<file path="config.mk">
export PLATFORM = sky130hd
export DESIGN_NAME = icache_line_server
export DESIGN_NICKNAME = d
export VERILOG_FILES = /design/src/rtl/icache_pkg.sv /design/src/rtl/icache_line_server_line_buf.sv /design/src/rtl/icache_line_server.sv
export SDC_FILE = /design/constraint.sdc
export NUM_CORES = 1
export LEC_CHECK = 0
export CAP_MARGIN = 20
export CORE_AREA = 2 2 133 135
export CTS_CLUSTER_SIZE = 24
export DETAILED_ROUTE_END_ITERATION = 6
export DIE_AREA = 0 0 135 137
export GPL_TIMING_DRIVEN = 0
export HOLD_SLACK_MARGIN = 0.08
export PLACE_DENSITY = 0.77
export SETUP_SLACK_MARGIN = 0.02
export SLEW_MARGIN = 20
export SYNTH_ARGS = -nofsm -noshare
export SYNTH_HDL_FRONTEND = slang
export SYNTH_HIERARCHICAL = 1
export SYNTH_SLANG_ARGS = --single-unit
</file>
<file path="constraint.sdc">
create_clock -name clk -period 5.9 [get_ports clk]
set_input_delay 1.475 -clock clk [delete_from_list [all_inputs] [get_ports clk]]
set_output_delay 1.475 -clock clk [all_outputs]
set_load 0.01 [all_outputs]
</file>
<file path="src/rtl/icache_pkg.sv">
// Shared ICache types: line geometry, fill FSM states and the line-buffer write port.
package icache_pkg;
  localparam int LINE_W         = 128;
  localparam int WORD_W         = 32;
  localparam int WORDS_PER_LINE = 4;
  localparam int OFFSET_W       = 4;
  localparam int SET_W          = 4;
  localparam int IDX_W          = $clog2(WORDS_PER_LINE);

  typedef logic [LINE_W-1:0] line_t;

  typedef enum logic [1:0] {IDLE, WAIT, READ, RESP} fill_state_t;

  typedef struct packed {
    logic              en;
    logic [IDX_W-1:0]  idx;
    logic [WORD_W-1:0] data;
  } word_wr_t;
endpackage

</file>
<file path="src/rtl/icache_line_server_line_buf.sv">
// Line assembly buffer: one indexed word write per cycle, full line read-out.
module line_buf
  import icache_pkg::*;
(
  input  logic     clk,
  input  logic     reset,
  input  word_wr_t wr,
  output line_t    line
);
  logic [WORDS_PER_LINE-1:0][WORD_W-1:0] words;

  always_ff @(posedge clk or posedge reset) begin
    if (reset)       words         <= '0;
    else if (wr.en)  words[wr.idx] <= wr.data;
  end

  // word k lands at bits [32k+31:32k]
  assign line = words;
endmodule

</file>
<file path="src/rtl/icache_line_server.sv">
// ICache refill responder: optional latency wait, four word reads, line handed back via valid/ready.
module icache_line_server
  import icache_pkg::*;
#(
  parameter int LATENCY = 2,
  parameter int ADDR_W  = 32
) (
  input  logic              clk,
  input  logic              reset,
  input  logic              req_valid,
  input  logic [ADDR_W-1:0] req_addr,
  output logic              req_ready,
  output logic              mem_en,
  output logic [ADDR_W-1:0] mem_addr,
  input  logic [31:0]       mem_rdata,
  output logic              resp_valid,
  input  logic              resp_ready,
  output line_t             dline,
  output logic              busy
);
  localparam logic [3:0]        WAIT_LOAD = (LATENCY > 0) ? 4'(LATENCY - 1) : 4'd0;
  localparam logic [ADDR_W-1:0] OFF_MASK  = ADDR_W'(2**OFFSET_W - 1);

  fill_state_t       state, state_d;
  logic [3:0]        wcnt;
  logic [2:0]        cnt;
  logic [ADDR_W-1:0] line_addr, addr_q, rd_addr;
  word_wr_t          wr;

  // offset add stays inside the line; carry-out past ADDR_W is dropped
  assign rd_addr  = line_addr + {{(ADDR_W-4){1'b0}}, cnt[1:0], 2'b00};
  assign mem_addr = mem_en ? rd_addr : addr_q;

  always_comb begin
    state_d    = state;
    req_ready  = 1'b0;
    resp_valid = 1'b0;
    busy       = 1'b1;
    mem_en     = 1'b0;
    wr         = '0;
    wr.data    = mem_rdata;
    case (state)
      IDLE: begin
        req_ready = 1'b1;
        busy      = 1'b0;
        if (req_valid) state_d = (LATENCY > 0) ? WAIT : READ;
      end
      WAIT: if (wcnt == 4'd0) state_d = READ;
      READ: begin
        // read issued at cnt, data returns and is stored at cnt+1
        mem_en = (cnt != 3'd4);
        wr.en  = (cnt != 3'd0);
        wr.idx = cnt[1:0] - 2'd1;
        if (cnt == 3'd4) state_d = RESP;
      end
      RESP: begin
        resp_valid = 1'b1;
        if (resp_ready) state_d = IDLE;
      end
      default: state_d = IDLE;
    endcase
  end

  always_ff @(posedge clk or posedge reset) begin
    if (reset) begin
      state     <= IDLE;
      wcnt      <= '0;
      cnt       <= '0;
      line_addr <= '0;
      addr_q    <= '0;
    end else begin
      state <= state_d;
      case (state)
        IDLE: if (req_valid) begin
          line_addr <= req_addr & ~OFF_MASK;
          wcnt      <= WAIT_LOAD;
        end
        WAIT: if (wcnt != 4'd0) wcnt <= wcnt - 4'd1;
        READ: cnt <= (cnt == 3'd4) ? 3'd0 : cnt + 3'd1;
        default: ;
      endcase
      if (mem_en) addr_q <= rd_addr;
    end
  end

  line_buf u_line_buf (
    .clk   (clk),
    .reset (reset),
    .wr    (wr),
    .line  (dline)
  );
endmodule

</file>
Yosys cells after proc, flatten, opt, wreduce, memory -nomap -nowiden
Index checks and enable logic that the tools add are counted.
{ "totals": {"regBits": 197, "inputBits": 68, "out_inout_bits": 164, "wordCells": 52} }
{ "op_classes": {"n_addsub": 4, "order_cmp": 2, "eq_ne": 10, "muxes": 18, "reduce_logical": 9} }
{ "op_table": {"columns": ["operator", "count"], "rows": [
  ["$bwmux 128", 1],
  ["$demux 32 s2", 1],
  ["$mux 32", 2],
  ["$add 32x4->32", 1],
  ["$ne 2x2->1 const B", 5],
  ["$mux 2", 4],
  ["$mux 4", 2],
  ["$pmux 2 s4", 1],
  ["$pmux 4 s2", 1],
  ["$mux 3", 2],
  ["$eq 2x2->1 const B", 2],
  ["$logic_not 4->1", 1],
  ["$mux 1", 4],
  ["$reduce_and 4->1", 1],
  ["$reduce_bool 4->1", 1],
  ["$sub 4x1->4 const B", 1],
  ["$add 3x1->3 const B", 1],
  ["$eq 3x3->1 const B", 1],
  ["$lt 2x3->1 const B", 1],
  ["$ne 3x3->1 const B", 1],
  ["$reduce_and 3->1", 1],
  ["$reduce_bool 3->1", 1],
  ["$eq 2x1->1 const B", 1],
  ["$ge 2x1->1 const B", 1],
  ["5 further kinds", 5]
]} }

Longest topological paths before layout
Gate-level depths: netlist (run 1).
{ "logic_depth": {"word_depth": 7, "mapped_depth": 7, "depth_no_buf": 5} }

Hierarchy
The synthesis (run 1) kept the hierarchy.
{ "by_module_without_submodules": {"columns": ["mod", "instances", "cells_each", "area_per_inst_um2", "seq_area_each_um2"], "rows": [
  ["line_buf", 1, 273, 4748.3, 3203.1],
  ["icache_line_server", 1, 191, 2826.5, 1726.7]
]} }

Worst setup path after synthesis (run 1)
No wires, ideal clock.
{ "synth_timing": {"kind": "register -> output", "from": "register state[0]", "to": "output mem_addr[17]", "arrival_ns": 1.773, "t_required_ns": 4.425, "slack_ns": 2.652, "path_stages_with_launch": 7, "n_path_buf": 2, "cell_sequence": "dfrtp_1 > inv_1 > ha_1 > buf_2 > a21boi_2 > buf_2 > mux2_2"} }
{ "synth_between": {"elab_chain_len": 3} }
{ "synth_lines": {"columns": ["element", "line", "rtl"], "rows": [
  ["from (decl)", "icache_line_server.sv:24", "fill_state_t state, state_d;"],
  ["from (signal assigned)", "icache_line_server.sv:72", "state <= state_d;"],
  ["$eq 2x2->1", "icache_line_server.sv:42", "case (state)"],
  ["$mux 1", "icache_line_server.sv:42", null],
  ["via mem_en", "icache_line_server.sv:13", "output logic mem_en,"],
  ["$mux 32", null, null],
  ["to (decl)", "icache_line_server.sv:14", "output logic [ADDR_W-1:0] mem_addr,"]
]} }
The timed path passes the listed nets, and every way through them passes these cells.

Worst setup path in the final report (run 1)
{ "layout_timing": {"from": "register state[0]", "to": "output mem_addr[2]"} }
{ "layout_between": {"elab_chain_len": 3} }
{ "layout_lines": {"columns": ["element", "line"], "rows": [
  ["$eq 2x2->1", "icache_line_server.sv:42"],
  ["$mux 1", "icache_line_server.sv:42"],
  ["$mux 32", null]
]} }
Every way passes these cells.

==> results.toml, run 1 <==
[synth]
yosysTopAreaCellShare_pct = 65.1
synth.avg_cell_area_um2 = 16.3
synth_compound_area_share_pct = 1.32
syn_inst = 464
syn-num-nets = 539
synth_top_family_by_area = "multiplexers"
synth_ff_type = "dfrtp_1"
synth_xor_area_share_pct = 0
yosysWarnings = 6
ys_seq_area_share_pct = 65.1
yosysUniqueCellTypes = 28
async_reset_ff_share_pct = 100
synth.area.top_cells = "dfrtp_1 (65%), mux2_2 (28%), ha_1 (1.2%)"
syn_area_um2 = 7570
synth_common_cells = "dfrtp_1 (197), mux2_2 (186), buf_2 (15)"
yosysMostFrequentCell = "dfrtp_1"
synth_top_cell_by_area = "dfrtp_1"
synthMuxAreaShare_pct = 28.4
synth-edff-count = 0
synth_seq_cells = 197
synthSimpleGateAreaFrac_pct = 2.15
synthAdderAreaFrac_pct = 1.16

[placement]
hpwlAfterDp_um = 12900
portBuffers = 227
place_area_um2 = 10200
gp_congestion = 0.772
dp_slack_ps = 1880
placed_cells = 918

[routing]
wl_met2_um = 8610
drt-initial-drc-count = 97
routed_wl_um = 17100
via_per_inst = 4.97
wl_per_cell_um = 18.0
drtPass1Iterations = 4
ant_nets = 0
wl_met3_um = 1300
routed-via-count = 4726
drc = 0
drt-met1-wl_um = 6860
top_layer_used = "met4"

[setup_path]
crit_path_end_kind = "output port"
required_ps = 4430
cp-startpoint = "state[0]"
cp_max_fo = 10
rr_startpoint = "state[0]"
arrival_ps = 2970
critPathKind = "reg -> out"
worst_setup_path_start_kind = "register"

[power_and_ir_drop]
switching_share_pct = 31.6
power.share.clock_pct = 16.9
power_density_nw_per_um2 = 609
intPower_mw = 4.49
p_leak_nw = 4.55
vdd_drop_max_mv = 0.323
seqPwrFrac_pct = 36.2
power_frac_comb_pct = 46.9
switchingPower_mw = 2.07

[grt]
track_usage_pct = 18.9
grt_overflow_total = 0
grt_pass1_vias = 4999
grt_max_degree = 80
antenna_found_initial = 0
grt_pass1_wl_um = 26800

[worst_hold_path]
worstHoldStart = "addr_q[26]"
hp-class = "reg -> reg"

[finish]
final_cell_area_um2 = 10800
syn_to_final_growth_pct = 42.1
nNetsFinal = 787
final_cell_count_no_fill = 950
n_fill_cell = 1268
diodes = 0
final_layout_size_suffix_gt1_share_pct = 33.8

[sta]
max_slew_margin_pct = 67.7
rsz0062_at_grt = "no"
hold_viol_final = 0
clock_skew_ps = 12.3
post-route-period-util_pct = 75.4
worstMarginPinSlew_ps = 484
setup_ws_ps = 1450
setup_violations = 0
max_clock_freq_mhz = 225
slew_viol_final = 0
period_minus_slack_ps = 4450

[clock_tree]
clk_latency_ps = 430
cts_tree = "done"
ctsHoldBuffers = 0
postCtsSetupRepairBufs = 0
clockRootBuffer = "clkbuf_16"
clkTransAtPathRegs_ps = 70
cts.sinks = 197
cts_max_path_buffers = 2
numCtsBuffers = 17
cts_resized = 0
htreeDepth = 4

[status]
status = "complete, no violations"

[floorplanning]
rows = 48
die_height_um = 137
die-area_um2 = 18500
start_util_pct = 44.4
die_w_um = 135
core_um2 = 17100
num_io_pins = 232

[run]
maxCapViolCount = 0
-- cell usage in the layout (no fill, tap or decap), types with 2 or more instances in the layout --
master / Yosys / routed
nand3b_1: 3 / 3
clkinv_8: 0 / 2
mux2_2: 186 / 186
buf_2: 15 / 15
o21ai_0: 6 / 6
inv_8: 0 / 4
inv_6: 0 / 5
nand2_1: 8 / 8
clkinv_4: 0 / 3
dfrtp_1: 197 / 197
clkdlybuf4s50_1: 0 / 227
inv_1: 11 / 9
mux2i_1: 2 / 2
buf_4: 3 / 3
clkbuf_16: 0 / 17
clkinvlp_4: 0 / 2
nor2b_1: 7 / 7
nand3_1: 2 / 2
ha_1: 7 / 7
mux2_1: 2 / 2
-- routing by layer --
metal	GRT usage, %	vias to the layer above
li1	-	2149
met1	22.4	2383
met2	32.4	167
met3	6.56	27
met4	6.37	0
met5	0	-
-- flip-flops by register name, summed over array words and instances (netlist names) --
register	flops
u_line_buf/line	128
state	2
cnt	3
addr_q	32
wcnt	4
line_addr	28
-- power groups by stage --
stage          sequential [mW]  clock [mW]  combinational, mW
6_report                  2.37        1.11               3.08
2_1_floorplan             2.55           0               1.27
3_3_place_gp              2.36           0               3.02
5_1_grt                   2.46        1.20               3.27
3_5_place_dp              2.41           0               3.10
4_1_cts                   2.38        1.14               3.12
-- logic make-up (layout without fill, tap and decap cells) --
group	count (synthesis)	count (layout)
buffers and inverters	30	291
DFF	197	197
AOI/OAI and AO/OA	12	12
adders and majority gates	7	7
muxes	191	191
and+or+nand+nor	27	27
-- area by class of cell --
| class | count | area (um^2) | share of cell area (%) |
|---|---|---|---|
| buffer | 19 | 101 | 0.942 |
| clock buffer | 17 | 425 | 3.95 |
| clock inverter | 15 | 154 | 1.43 |
| inverter | 11 | 48.8 | 0.453 |
| multi-input combinational | 237 | 2500 | 23.3 |
| sequential | 197 | 4930 | 45.8 |
| tap | 225 | 282 | 2.62 |
| timing repair buffer | 229 | 2320 | 21.6 |
-- per-stage QoR --
step / hold WS (ps) / util [%] / total power [mW] / TNS [ps]
after global placement: 476 / 59.4 / 5.38 / -62340
final: 497 / 63.1 / 6.56 / 0
after detailed placement: 486 / 59.7 / 5.51 / 0
after global routing: 517 / 63.1 / 6.93 / 0
after floorplan: 474 / - / 3.83 / 0
after CTS: 504 / 63.1 / 6.64 / 0
-- worst max-delay path, stage by stage (launching register included) --
cell and delay (ps):
dfrtp_1 410, inv_1 110, ha_1 150, buf_2 180, a21boi_2 440, buf_2 360, mux2_2 390, clkdlybuf4s50_1 520
-- worst paths after layout --
| check | end | slack, ps | depth (start not counted) |
|---|---|---|---|
| setup / recovery | mem_addr[2] | 1450 | 7 |
| hold / removal | addr_q[26] | 500 | 1 |
| setup reg to reg | u_line_buf/line[7] | 3420 | 7 |
| hold reg to reg | addr_q[26] | 500 | 1 |
| max in group asynchronous | u_line_buf/line[126] | 3610 | 3 |
| min in group asynchronous | line_addr[19] | 1490 | 2 |
Note: power is estimated with default switching activity, not from simulation.
==> run 2, diff against run 1 <==
==> constraint.sdc (replaced) <==
create_clock -name clk -period 4.6 [get_ports clk]
set_input_delay 1.15 -clock clk [delete_from_list [all_inputs] [get_ports clk]]
set_output_delay 1.15 -clock clk [all_outputs]
set_load 0.01 [all_outputs]
==> results of run 2 <==
The final DEF is identical to that of run 1. Status: complete, no violations.
Main changes from that run: setup slack after placement 1880 ps -> 904 ps; setup slack after layout 1450 ps -> 479 ps; register-to-register setup slack 3420 ps -> 2120 ps; total power 6.56 mW -> 8.41 mW; worst IR drop on VDD 0.323 mV -> 0.414 mV
